**config.mk**
```make
export PLATFORM = sky130hd
export DESIGN_NAME = lru_set_controller
export DESIGN_NICKNAME = d
export VERILOG_FILES = /design/src/rtl/lru_set_controller.sv
export SDC_FILE = /design/constraint.sdc
export NUM_CORES = 1
export LEC_CHECK = 0
export ABC_AREA = 1
export CAP_MARGIN = 15
export CORE_ASPECT_RATIO = 1.1
export CORE_MARGIN = 10
export CORE_UTILIZATION = 50
export DETAILED_ROUTE_END_ITERATION = 10
export PLACE_DENSITY = 0.64
export REMOVE_ABC_BUFFERS = 1
export SLEW_MARGIN = 15
export SYNTH_ARGS = -nofsm -noshare
export SYNTH_HDL_FRONTEND = slang
export SYNTH_SLANG_ARGS = --single-unit
```
**constraint.sdc**
```tcl
create_clock -name clk -period 7 [get_ports clk]
set_input_delay 2.1 -clock clk [delete_from_list [all_inputs] [get_ports clk]]
set_output_delay 2.1 -clock clk [all_outputs]
set_load 0.02 [all_outputs]
```
**src/rtl/lru_set_controller.sv**
```systemverilog
// lru_set_controller
//
// 8-way true-LRU replacement sequencer and age store for every set of the
// cache. Each set holds eight 3-bit ages (111 = MRU, 000 = LRU) that always
// form a permutation of 0..7. One access report is accepted per transaction
// over a valid/ready handshake, then the set's ages are read, updated and
// written back. The response carries the one-hot victim way, which is the way
// whose age was 000 before the update.
//
// Ports
//   clk             rising-edge clock
//   rst             asynchronous, active-low reset
//   i_flush         level request to re-initialize every set (sampled in IDLE)
//   i_req_valid     access report valid
//   o_req_ready     controller can accept a report
//   i_req_set       set index of the report
//   i_req_hit       1 = hit, 0 = miss/fill
//   i_hit_way_8     one-hot hit way (ignored on miss)
//   o_resp_valid    single-cycle pulse, response fields valid
//   o_resp_set      set of the completed transaction
//   o_victim_way_8  one-hot way whose pre-update age was 000
//   o_resp_err      hit reported with a non-one-hot way
//   o_init_done     all sets initialized
//   o_hit_cnt       saturating hit counter      (LRU_STATS_EN only)
//   o_miss_cnt      saturating miss/err counter (LRU_STATS_EN only)
//
// Build option: define LRU_STATS_EN to add the hit/miss counters and ports.

module lru_set_controller #(
  parameter int SETS  = 16,
  parameter int SET_W = $clog2(SETS)
) (
  input  logic             clk,
  input  logic             rst,
  input  logic             i_flush,
  input  logic             i_req_valid,
  output logic             o_req_ready,
  input  logic [SET_W-1:0] i_req_set,
  input  logic             i_req_hit,
  input  logic [7:0]       i_hit_way_8,
  output logic             o_resp_valid,
  output logic [SET_W-1:0] o_resp_set,
  output logic [7:0]       o_victim_way_8,
  output logic             o_resp_err,
  output logic             o_init_done
`ifdef LRU_STATS_EN
  ,
  output logic [15:0]      o_hit_cnt,
  output logic [15:0]      o_miss_cnt
`endif
);

  // Identity permutation: way k holds age k.
  function automatic logic [23:0] ident_ages();
    logic [23:0] v;
    v = '0;
    for (int k = 0; k < 8; k++) begin
      v[3*k +: 3] = 3'(k);
    end
    return v;
  endfunction

`ifdef LRU_STATS_EN
  function automatic logic [15:0] sat_inc(input logic [15:0] c);
    return (c == 16'hFFFF) ? c : c + 16'd1;
  endfunction
`endif

  localparam logic [23:0]      IDENT    = ident_ages();
  localparam logic [SET_W-1:0] LAST_SET = SET_W'(SETS - 1);

  typedef enum logic [1:0] {
    S_INIT,
    S_IDLE,
    S_READ,
    S_UPDATE
  } state_e;

  state_e           state_q, state_d;
  logic [SET_W-1:0] init_idx_q, init_idx_d;

  logic             resp_valid_q, resp_valid_d;
  logic [SET_W-1:0] resp_set_q, resp_set_d;
  logic [7:0]       victim_q, victim_d;
  logic             resp_err_q, resp_err_d;

  // Age store and latched request: data only, never reset.
  logic [23:0]      mem_q [SETS];
  logic [23:0]      rd_q;
  logic [SET_W-1:0] req_set_q;
  logic             req_hit_q;
  logic [7:0]       req_way_q;

  logic             handshake;
  logic             way_onehot;
  logic             hit_ok;
  logic [7:0][2:0]  age_old;
  logic [7:0][2:0]  age_new;
  logic [2:0]       hit_age;
  logic [7:0]       victim_w;

  logic             wr_en;
  logic [SET_W-1:0] wr_addr;
  logic [23:0]      wr_data;

  assign o_req_ready = (state_q == S_IDLE) & ~i_flush;
  assign o_init_done = (state_q != S_INIT);
  assign handshake   = i_req_valid & o_req_ready;

  assign o_resp_valid   = resp_valid_q;
  assign o_resp_set     = resp_set_q;
  assign o_victim_way_8 = victim_q;
  assign o_resp_err     = resp_err_q;

  // A non-one-hot hit is treated exactly like a miss.
  assign way_onehot = (req_way_q != 8'd0) && ((req_way_q & (req_way_q - 8'd1)) == 8'd0);
  assign hit_ok     = req_hit_q & way_onehot;
  assign age_old    = rd_q;

  always_comb begin
    hit_age  = '0;
    victim_w = '0;
    age_new  = age_old;
    for (int k = 0; k < 8; k++) begin
      if (req_way_q[k]) hit_age = hit_age | age_old[k];
      victim_w[k] = (age_old[k] == 3'd0);
    end
    for (int k = 0; k < 8; k++) begin
      if (hit_ok) begin
        if (req_way_q[k]) begin
          age_new[k] = 3'd7;
        end else if (age_old[k] > hit_age) begin
          age_new[k] = age_old[k] - 3'd1;
        end
      end else begin
        age_new[k] = victim_w[k] ? 3'd7 : age_old[k] - 3'd1;
      end
    end
  end

  // Single write port shared by the init walk and the UPDATE write-back.
  assign wr_en   = (state_q == S_INIT) | (state_q == S_UPDATE);
  assign wr_addr = (state_q == S_INIT) ? init_idx_q : req_set_q;
  assign wr_data = (state_q == S_INIT) ? IDENT : age_new;

  always_ff @(posedge clk) begin
    if (wr_en) mem_q[wr_addr] <= wr_data;
    if (handshake) begin
      rd_q      <= mem_q[i_req_set];
      req_set_q <= i_req_set;
      req_hit_q <= i_req_hit;
      req_way_q <= i_hit_way_8;
    end
  end

  always_comb begin
    state_d    = state_q;
    init_idx_d = init_idx_q;
    case (state_q)
      S_INIT: begin
        init_idx_d = init_idx_q + SET_W'(1);
        if (init_idx_q == LAST_SET) state_d = S_IDLE;
      end
      S_IDLE: begin
        if (i_flush) begin
          state_d    = S_INIT;
          init_idx_d = '0;
        end else if (i_req_valid) begin
          state_d = S_READ;
        end
      end
      S_READ:   state_d = S_UPDATE;
      S_UPDATE: state_d = S_IDLE;
      default:  state_d = S_INIT;
    endcase
  end

  always_comb begin
    resp_valid_d = (state_q == S_UPDATE);
    resp_set_d   = resp_set_q;
    victim_d     = victim_q;
    resp_err_d   = resp_err_q;
    if (state_q == S_UPDATE) begin
      resp_set_d = req_set_q;
      victim_d   = victim_w;
      resp_err_d = req_hit_q & ~way_onehot;
    end
  end

  always_ff @(posedge clk or negedge rst) begin
    if (!rst) begin
      state_q      <= S_INIT;
      init_idx_q   <= '0;
      resp_valid_q <= 1'b0;
      resp_set_q   <= '0;
      victim_q     <= 8'h00;
      resp_err_q   <= 1'b0;
    end else begin
      state_q      <= state_d;
      init_idx_q   <= init_idx_d;
      resp_valid_q <= resp_valid_d;
      resp_set_q   <= resp_set_d;
      victim_q     <= victim_d;
      resp_err_q   <= resp_err_d;
    end
  end

`ifdef LRU_STATS_EN
  logic [15:0] hit_cnt_q, hit_cnt_d;
  logic [15:0] miss_cnt_q, miss_cnt_d;

  always_comb begin
    hit_cnt_d  = hit_cnt_q;
    miss_cnt_d = miss_cnt_q;
    if ((state_q == S_IDLE) && i_flush) begin
      hit_cnt_d  = '0;
      miss_cnt_d = '0;
    end else if (state_q == S_UPDATE) begin
      if (hit_ok) hit_cnt_d  = sat_inc(hit_cnt_q);
      else        miss_cnt_d = sat_inc(miss_cnt_q);
    end
  end

  always_ff @(posedge clk or negedge rst) begin
    if (!rst) begin
      hit_cnt_q  <= '0;
      miss_cnt_q <= '0;
    end else begin
      hit_cnt_q  <= hit_cnt_d;
      miss_cnt_q <= miss_cnt_d;
    end
  end

  assign o_hit_cnt  = hit_cnt_q;
  assign o_miss_cnt = miss_cnt_q;
`endif

endmodule
```
==> results of run 1 <==
[logic make-up (layout without fill, tap and decap cells)]
family                   after synthesis  after routing  share of synthesized area
AND/OR/NAND/NOR                      642            642                      0.136
flip-flops                           441            441                      0.685
AO/OA/AOI/OAI                        366            366                      0.109
buffers and inverters                157            199                     0.0364
adder cells (fa/ha/maj)               46             46                     0.0300
XOR/XNOR                               9              9                    0.00411
[power by group]
part | internal (W) | switching (W)
clock network | 0.00131 | 0.000934
registers | 0.00368 | 0.000149
logic | 0.000374 | 0.00120
[flip-flops by register name (all words and copies together), names as in the netlist, 2 cells and up]
register        cells
mem_q             384
age_old            24
o_victim_way_8      8
req_way_q           8
init_idx_q          4
o_resp_set          4
req_set_q           4
state_q             2
[metal layers]
layer	track usage	vias up
met5	0	-
met4	0.0760	0
met3	0.0266	97
met2	0.310	466
met1	0.290	6215
li1	-	5956
[stage by stage]
step | power (W) | setup slack (ps)
4_1_cts | 0.00767 | 1540
2_1_floorplan | 0.00470 | 2420
6_report | 0.00765 | 1550
5_1_grt | 0.00797 | 1480
3_3_place_gp | 0.00538 | 1550
3_5_place_dp | 0.00544 | 1550
[tightest hold or removal path, stage by stage, from the launching register on]
cell	delay, ps
dfrtp_1	340
nand2_1	50
nand2_1	40
[cell usage in the layout, fill, tap and decap left out, types with 3 or more instances in the layout]
cell	count
a21oi_1	14
buf_12	3
buf_4	22
clkbuf_1	17
clkbuf_16	45
clkbuf_8	5
clkdlybuf4s50_1	28
clkinv_1	3
clkinv_2	5
dfrtp_1	20
edfxtp_1	421
ha_1	46
inv_1	63
nand2_1	152
nand3_1	112
nor2_1	343
nor2_2	6
nor2_4	18
nor3_1	3
o211ai_1	98
o21ai_0	219
o21ai_1	28
o22ai_1	5
xor2_1	9
[cell type report]
cell class | instances | area [µm²] | area share
flip-flops and latches | 441 | 13100 | 0.614
repair buffers | 55 | 515 | 0.0241
well taps | 500 | 626 | 0.0292
clock inverters | 10 | 100 | 0.00468
clock buffers | 67 | 1260 | 0.0588
multi-input cells | 1063 | 5490 | 0.257
inverters | 67 | 259 | 0.0121
[worst paths after layout]
path / startpoint / cells past startpoint / slack (ps) / end
max: i_flush / 3 / 1550 / o_req_ready
min: o_resp_set[2] / 2 / 470 / o_resp_set[2]
max reg2reg: state_q[1] / 8 / 2910 / mem_q[6][2]
min reg2reg: o_resp_set[2] / 2 / 470 / o_resp_set[2]
max in group asynchronous: rst / 1 / 5080 / o_resp_valid
min in group asynchronous: rst / 1 / 1540 / o_resp_set[1]
[cells in the mapped netlist (all sizes together)]
| master | instances |
|---|---|
| nand3b | 2 |
| a2111oi | 1 |
| inv | 66 |
| o22ai | 5 |
| a21oi | 14 |
| edfxtp | 421 |
| dfrtp | 20 |
| nand2 | 154 |
| buf | 43 |
| nand4 | 1 |
| nor3 | 3 |
| clkbuf | 47 |
| nand3 | 114 |
| or2 | 1 |
| ha | 46 |
| o211ai | 98 |
| nor2 | 367 |
| o21ai | 248 |
| clkinv | 1 |
| xor2 | 9 |
==> metrics list, run 1 <==
- The slowest stage of the critical path is the clkdlybuf4s50_1 cell.
- Initial Util: 0.505
* Area share of the largest cell type after synthesis: 0.658
* Sum of negative setup slack: 0 ps
- Worst IR drop on VDD: 244 µV
* Most area-hungry cell type in the Yosys netlist: edfxtp_1
- Start-to-end type of the worst setup path: primary input to primary output
* Final hold slack: 470 ps
- Counting I/O delays and the setup requirement, the final critical path takes 5450 ps.
- The min-delay analysis places its worst path in the category register to register.
* Port-buffer cells: 32
- Placed instance count: 2124
- TritonCTS buffer count: 44
- Static timing analysis puts the maximum clock frequency at approximately 0.18 GHz.
- 33 I/O pins were placed.
- The largest single stage delay on the critical path is 640 ps.
- Placement-stage cell area: 0.0200 mm²
- Of the cells placed in the final design, the portion with a size suffix greater than 1 is 0.0699.
* Gate count of the mapped netlist: 1661
- The mapped netlist covers 0.0192 mm².
* Unrepaired setup endpoints after global routing: no
* Number of global-route vias before repair: 11.9k
* Tightest slew margin relative to the limit: 0.188
- CTS root buf: clkbuf_16
- Final-report max-slew violation count: 0
- The number of antenna violations at the first check in global routing came to 0.
* Antenna viol nets, final: 0
- For this block, the initial DRC count from the detailed router was 1469.
- Core area: 0.0380 mm²
- In the detailed route, the total length drawn on met3 is 3010 µm.
- Routed via count: between 10k and 15k
- Post-route clock skew: between 15 and 20 ps
- Cell mode on critical path: clkdlybuf4s50_1
* Number of core rows: 75
- After detailed routing, the total wire length is roughly 47000 µm.
- At the end of the flow the core is filled with cells to 0.563.
- The die is 226 µm tall.
* Non-Filler Instances: 2203
- Total of fill cells in the finished design: 3094
- Post-CTS setup buffer count: 0
- Max Buffers Root-to-Sink: 3
- Detailed-routing iteration count for the pre-antenna-repair pass: 7
- Count of final setup violators: 0
- Together, buffers and inverters on the worst path number 2.
- Met1 WL: 21000 µm
- The repair_antennas step left the layout with diodes totalling 0.
- Warnings from Yosys: 0
- Arr. time, crit path: between 3000 and 4000 ps
- In the detailed route, the total length drawn on met2 is 21700 µm.
- Across the run, the number of max-cap violations was 0.
- Along the worst path, the maximum fanout reaches 3.
- Of the available clock period, the critical path in the final layout requires 0.779.
- For this run, design rule violations remaining after detail routing come to 0.
* Run status: finished clean
* Clock tree from TritonCTS: done
* Largest delay share family, worst path: buffers and inverters
- Power spread over the standard cell area amounts to between 300 and 400 mW/mm².
- Worst Max-Slew Pin Slew: between 1000 and 1500 ps
- Highest signal layer in the routed design: met4
- #FFs+latches synth: between 400 and 500
* Area growth from synthesis to layout: 11.4%
- With fillers left out, the area of the finished cells amounts to 0.0214 mm².
* Total global routing overflow: 0
- Entering global routing, the biggest net connects 129 pins.
* Worst endpoint required time: 4900 ps
* Number of hold violations in the final report: 0
- Most area-consuming cells after synthesis: edfxtp_1 66%, nor2_1 7.0%, o21ai_0 5.7%
- Count of hold-fix buffers inserted at cts: 0
* Global Route Usage Sum: 0.203
* X dimension of the die: 207 µm
- The H-tree was split into 2 levels.
* Sequential fraction of the synthesis area: 0.685
* Synthesized area per cell: 11.6 µm²
- In the final design database the tool counted 1735 nets.
- Floorplan die area: 0.0466 mm²
* CP cell instances: clkdlybuf4s50_1, nor2_1, clkdlybuf4s50_1
- In the final routed layout, each cell accounts on average for between 20 and 25 µm.
- The first global-routing pass estimated about 72000 µm of wire.
- Using the TritonRoute via totals, the vias-per-cell ratio works out to 5.78.
- Clock insertion delay at the later pin of the skew report: 550 ps
- STA classifies the critical path startpoint as a primary input.
- Clock-pin slew was measured on the worst setup and hold paths at around 60 ps.
- The worst setup path is captured at a primary output.
- Post_cts resized: 0
- Routability congestion estimate from global placement: approximately 0.86
- Post-synth cell types: 31
- Number of clock sinks: 441
* Half-perimeter wire length after placement: 25300 µm
- Summed over all cells, the static leakage comes to 7.41 nW.
No activity file was read; power rests on OpenSTA's default activity.
==> run 2, diff against run 1 <==
==> constraint.sdc (replaced) <==
create_clock -name clk -period 5.35 [get_ports clk]
set_input_delay 1.605 -clock clk [delete_from_list [all_inputs] [get_ports clk]]
set_output_delay 1.605 -clock clk [all_outputs]
set_load 0.02 [all_outputs]
==> run 2 against run 1 <==
Hold slack improved by 6.5 ps. Die area did not move. Non-clock buffer count rose by 7. Sequential share of layout area fell by 0.59 points. Core utilization rose by 0.54 points. Setup slack got worse by 640 ps. Critical path depth did not move. Design area rose by 0.96%. Sequential power rose by 31%. Clock power rose by 43%. Sequential cell count did not move. Clock skew fell by 8.5 ps. Highest routed layer unchanged.
==> metrics list, run 2 (same netlist as run 1, synthesis figures left out) <==
- The switching portion of total power is 0.296 (was 0.299).
* Worst IR drop on VDD: 248 µV (was 244 µV)
- The net load switching power came to 0.00304 W (was 0.00228 W).
- The flip-flop count of the largest register, all copies and words added came to 384 (unchanged).
- The number of inserted filler cells in the final layout came to 3078 (was 3094).
- The endpoint kind of the worst setup timing path is a primary output (unchanged).
- Startpoint class of the critical path: primary input (unchanged)
- Half-perimeter wire length after placement: 26400 µm (was 25300 µm)
- Start-to-end type of the worst setup path: primary input to primary output (unchanged)
* Routability congestion estimate from global placement: 0.884 (was 0.865)
* Arr. time, crit path: 2840 ps (was 3350 ps)
* Most frequent cells in the layout: 421 x edfxtp_1, 343 x nor2_1, 219 x o21ai_0, 152 x nand2_1, 112 x nand3_1 (unchanged)
- Max-cap check violation count: 0 (unchanged)
- The count of antenna-violating nets left after detailed routing came to 0 (unchanged).
- Run status: finished clean (unchanged).
- The post-CTS clock slew at the launch and capture registers of the worst setup and hold paths was 60 ps (about the same).
- The class of the worst hold path is register to register (unchanged).
* Number of nets in the final layout: 1743 (was 1735)
* Max Buffers Root-to-Sink: 3 (unchanged)
- Placed instance count: 2133 (was 2124)
* Power share of the sequential group: 0.487 (was 0.501)
- Cell with the biggest individual delay on the critical path: clkdlybuf4s50_1 (unchanged)
- Fmax: 0.225 GHz
- Met3 Resource Use GR: 0.0273 (was 0.0266)
- Post-Route WL: 47600 µm (was 47100 µm)
- Initial Util: 0.505 (unchanged)
- Area growth from synthesis to layout: 12.5% (was 11.4%)
- The combinational share of power came to 0.201 (was 0.206).
* Cell mode on critical path: clkdlybuf4s50_1 (unchanged)
- The filler-free cell count of the finished design is 2216 (was 2203).
- The buffer count from post-CTS setup fixing came to 0 (unchanged).
* Leading cell type in the layout, fill and taps excluded: edfxtp_1 (unchanged)
* Vertical die dimension: 226 µm (unchanged)
- Boundary Pins: 33 (unchanged)
* Global-route met2 utilization: 0.323 (was 0.310)
* Tightest slew margin relative to the limit: 0.230 (was 0.188)
- The number of buffers inserted during clock tree synthesis is 45 (was 44).
- Register bank with the most flops: mem_q (unchanged)
- The placeable core region is 0.0380 mm² (unchanged).
- The final core utilization is 0.568 (was 0.563).
* Antenna violations before repair: 0 (unchanged)
- PD cells: 475 mW/mm² (was 357 mW/mm²)
- The global-route wire length before repair came to 72900 µm (was 71900 µm).
* Port-buffer cells: 32 (unchanged)
* Number of global-route vias before repair: 12.3k (was 11.9k)
* Drt wl/cell: 21.5 µm (was 21.4 µm)
* Clock insertion delay at the later pin of the skew report: 550 ps (about the same)
- The overall track demand over capacity in global routing was 0.204 (was 0.203).
- CP cell instances: clkdlybuf4s50_1, nor2_1, clkdlybuf4s50_1 (unchanged)
* Floorplan die area: 0.0466 mm² (unchanged)
- Critical Path Max Stage Delay: 640 ps (about the same)
* Total global routing overflow: 0 (unchanged)
- The number of H-tree branching levels was 2 (unchanged).
- Post-layout min period: between 4000 and 5000 ps
* Routed via count: 12.8k (was 12.7k)
* Global-route track usage on met1: 0.289 (was 0.290)
- Number of hold violations in the final report: 0 (unchanged)
- The layer carrying the most global-route usage is met2 (unchanged).
- Count of final setup violators: 0 (unchanged)
- Largest net degree at the start of global routing: 104 (was 129)
- The number of iterations in the first detailed-routing pass is 5 (was 7).
- Clock tree from TritonCTS: done (unchanged)
- The number of buffers inserted for hold repair after clock tree synthesis came to 0 (unchanged).
- CTS root buf: clkbuf_16 (unchanged)
- Number of core rows: 75 (unchanged)
- The chip width is 207 µm (unchanged).
* Number of diodes: 0 (unchanged)
* Final-report max-slew violation count: 0 (unchanged)
- The cell internal power dissipation is 0.00723 W (was 0.00536 W).
* Number of clock sinks: 441 (unchanged)
- The starting DRC count in detailed routing was 1528 (was 1469).
- In the finished design, the share of the clock period the worst path needs comes to 0.830.
* DRC errors left: 0 (unchanged)
- Post_cts resized: 0 (unchanged)
* Unrepaired setup endpoints after global routing: no (unchanged)
* Sum of negative setup slack: 0 ps (unchanged)
- The required time at the endpoint of the critical path came to 3740 ps (was 4900 ps).
* Worst Max-Slew Pin Slew: 1150 ps (was 1220 ps)
* Vias per Instance: 5.79 (was 5.78)
- Fraction of final layout cells sized beyond drive strength 1: 0.0763 (was 0.0699)
- The worst setup skew after layout was 9.38 ps (was 17.9 ps).
- The static power due to leakage came to 7.52 nW (was 7.41 nW).
* Clock network power share: 0.312 (was 0.293)
* Largest fanout of any net on the critical path: 3 (unchanged)
-- run 2: final timing paths --
| kind | start | end | slack [ps] | cells past startpoint |
|---|---|---|---|---|
| setup / recovery | i_flush | o_req_ready | 910 | 3 |
| hold / removal | o_resp_set[1] | o_resp_set[1] | 480 | 2 |
| setup reg to reg | req_way_q[4] | mem_q[10][16] | 1440 | 10 |
| hold reg to reg | o_resp_set[1] | o_resp_set[1] | 480 | 2 |
| max in group asynchronous | rst | o_victim_way_8[0] | 3930 | 1 |
| min in group asynchronous | rst | o_victim_way_8[6] | 1040 | 1 |
-- run 2: per-stage QoR --
stage / instance area, µm² / hold slack [ps] / worst slack, ps / total power [W]
2_1_floorplan: 18800 / 442 / 1260 / 0.00614
5_1_grt: 21600 / 497 / 851 / 0.0107
6_report: 21600 / 476 / 910 / 0.0103
3_5_place_dp: 20100 / 460 / 912 / 0.00713
4_1_cts: 21600 / 475 / 904 / 0.0103
3_3_place_gp: 20100 / 456 / 869 / 0.00706
-- run 2: layout make-up --
class | count | area (µm²) | area share
clock buffers | 66 | 1300 | 0.0601
flip-flops and latches | 441 | 13100 | 0.608
inverters | 67 | 259 | 0.0120
repair buffers | 62 | 568 | 0.0263
clock inverters | 17 | 215 | 0.00996
well taps | 500 | 626 | 0.0290
multi-input cells | 1063 | 5490 | 0.254
-- run 2: power by group through the flow --
stage | sequential [W] | combinational [W] | clock, W
2_1_floorplan | 0.00508 | 0.00107 | 0
3_3_place_gp | 0.00505 | 0.00201 | 0
3_5_place_dp | 0.00507 | 0.00206 | 0
4_1_cts | 0.00500 | 0.00207 | 0.00324
5_1_grt | 0.00506 | 0.00227 | 0.00337
6_report | 0.00500 | 0.00206 | 0.00320
-- run 2: routing by layer --
metal / share of wire / vias to the layer above
met4: 0.023 / 0
met5: 0 / -
met1: 0.44 / 6296
met3: 0.068 / 81
li1: - / 5983
met2: 0.47 / 477
-- run 2: critical path, delay by kind of cell --
kind | cells | cell delay (ps)
and+or+nand+nor | 1 | 170
buffers and inverters | 2 | 1070
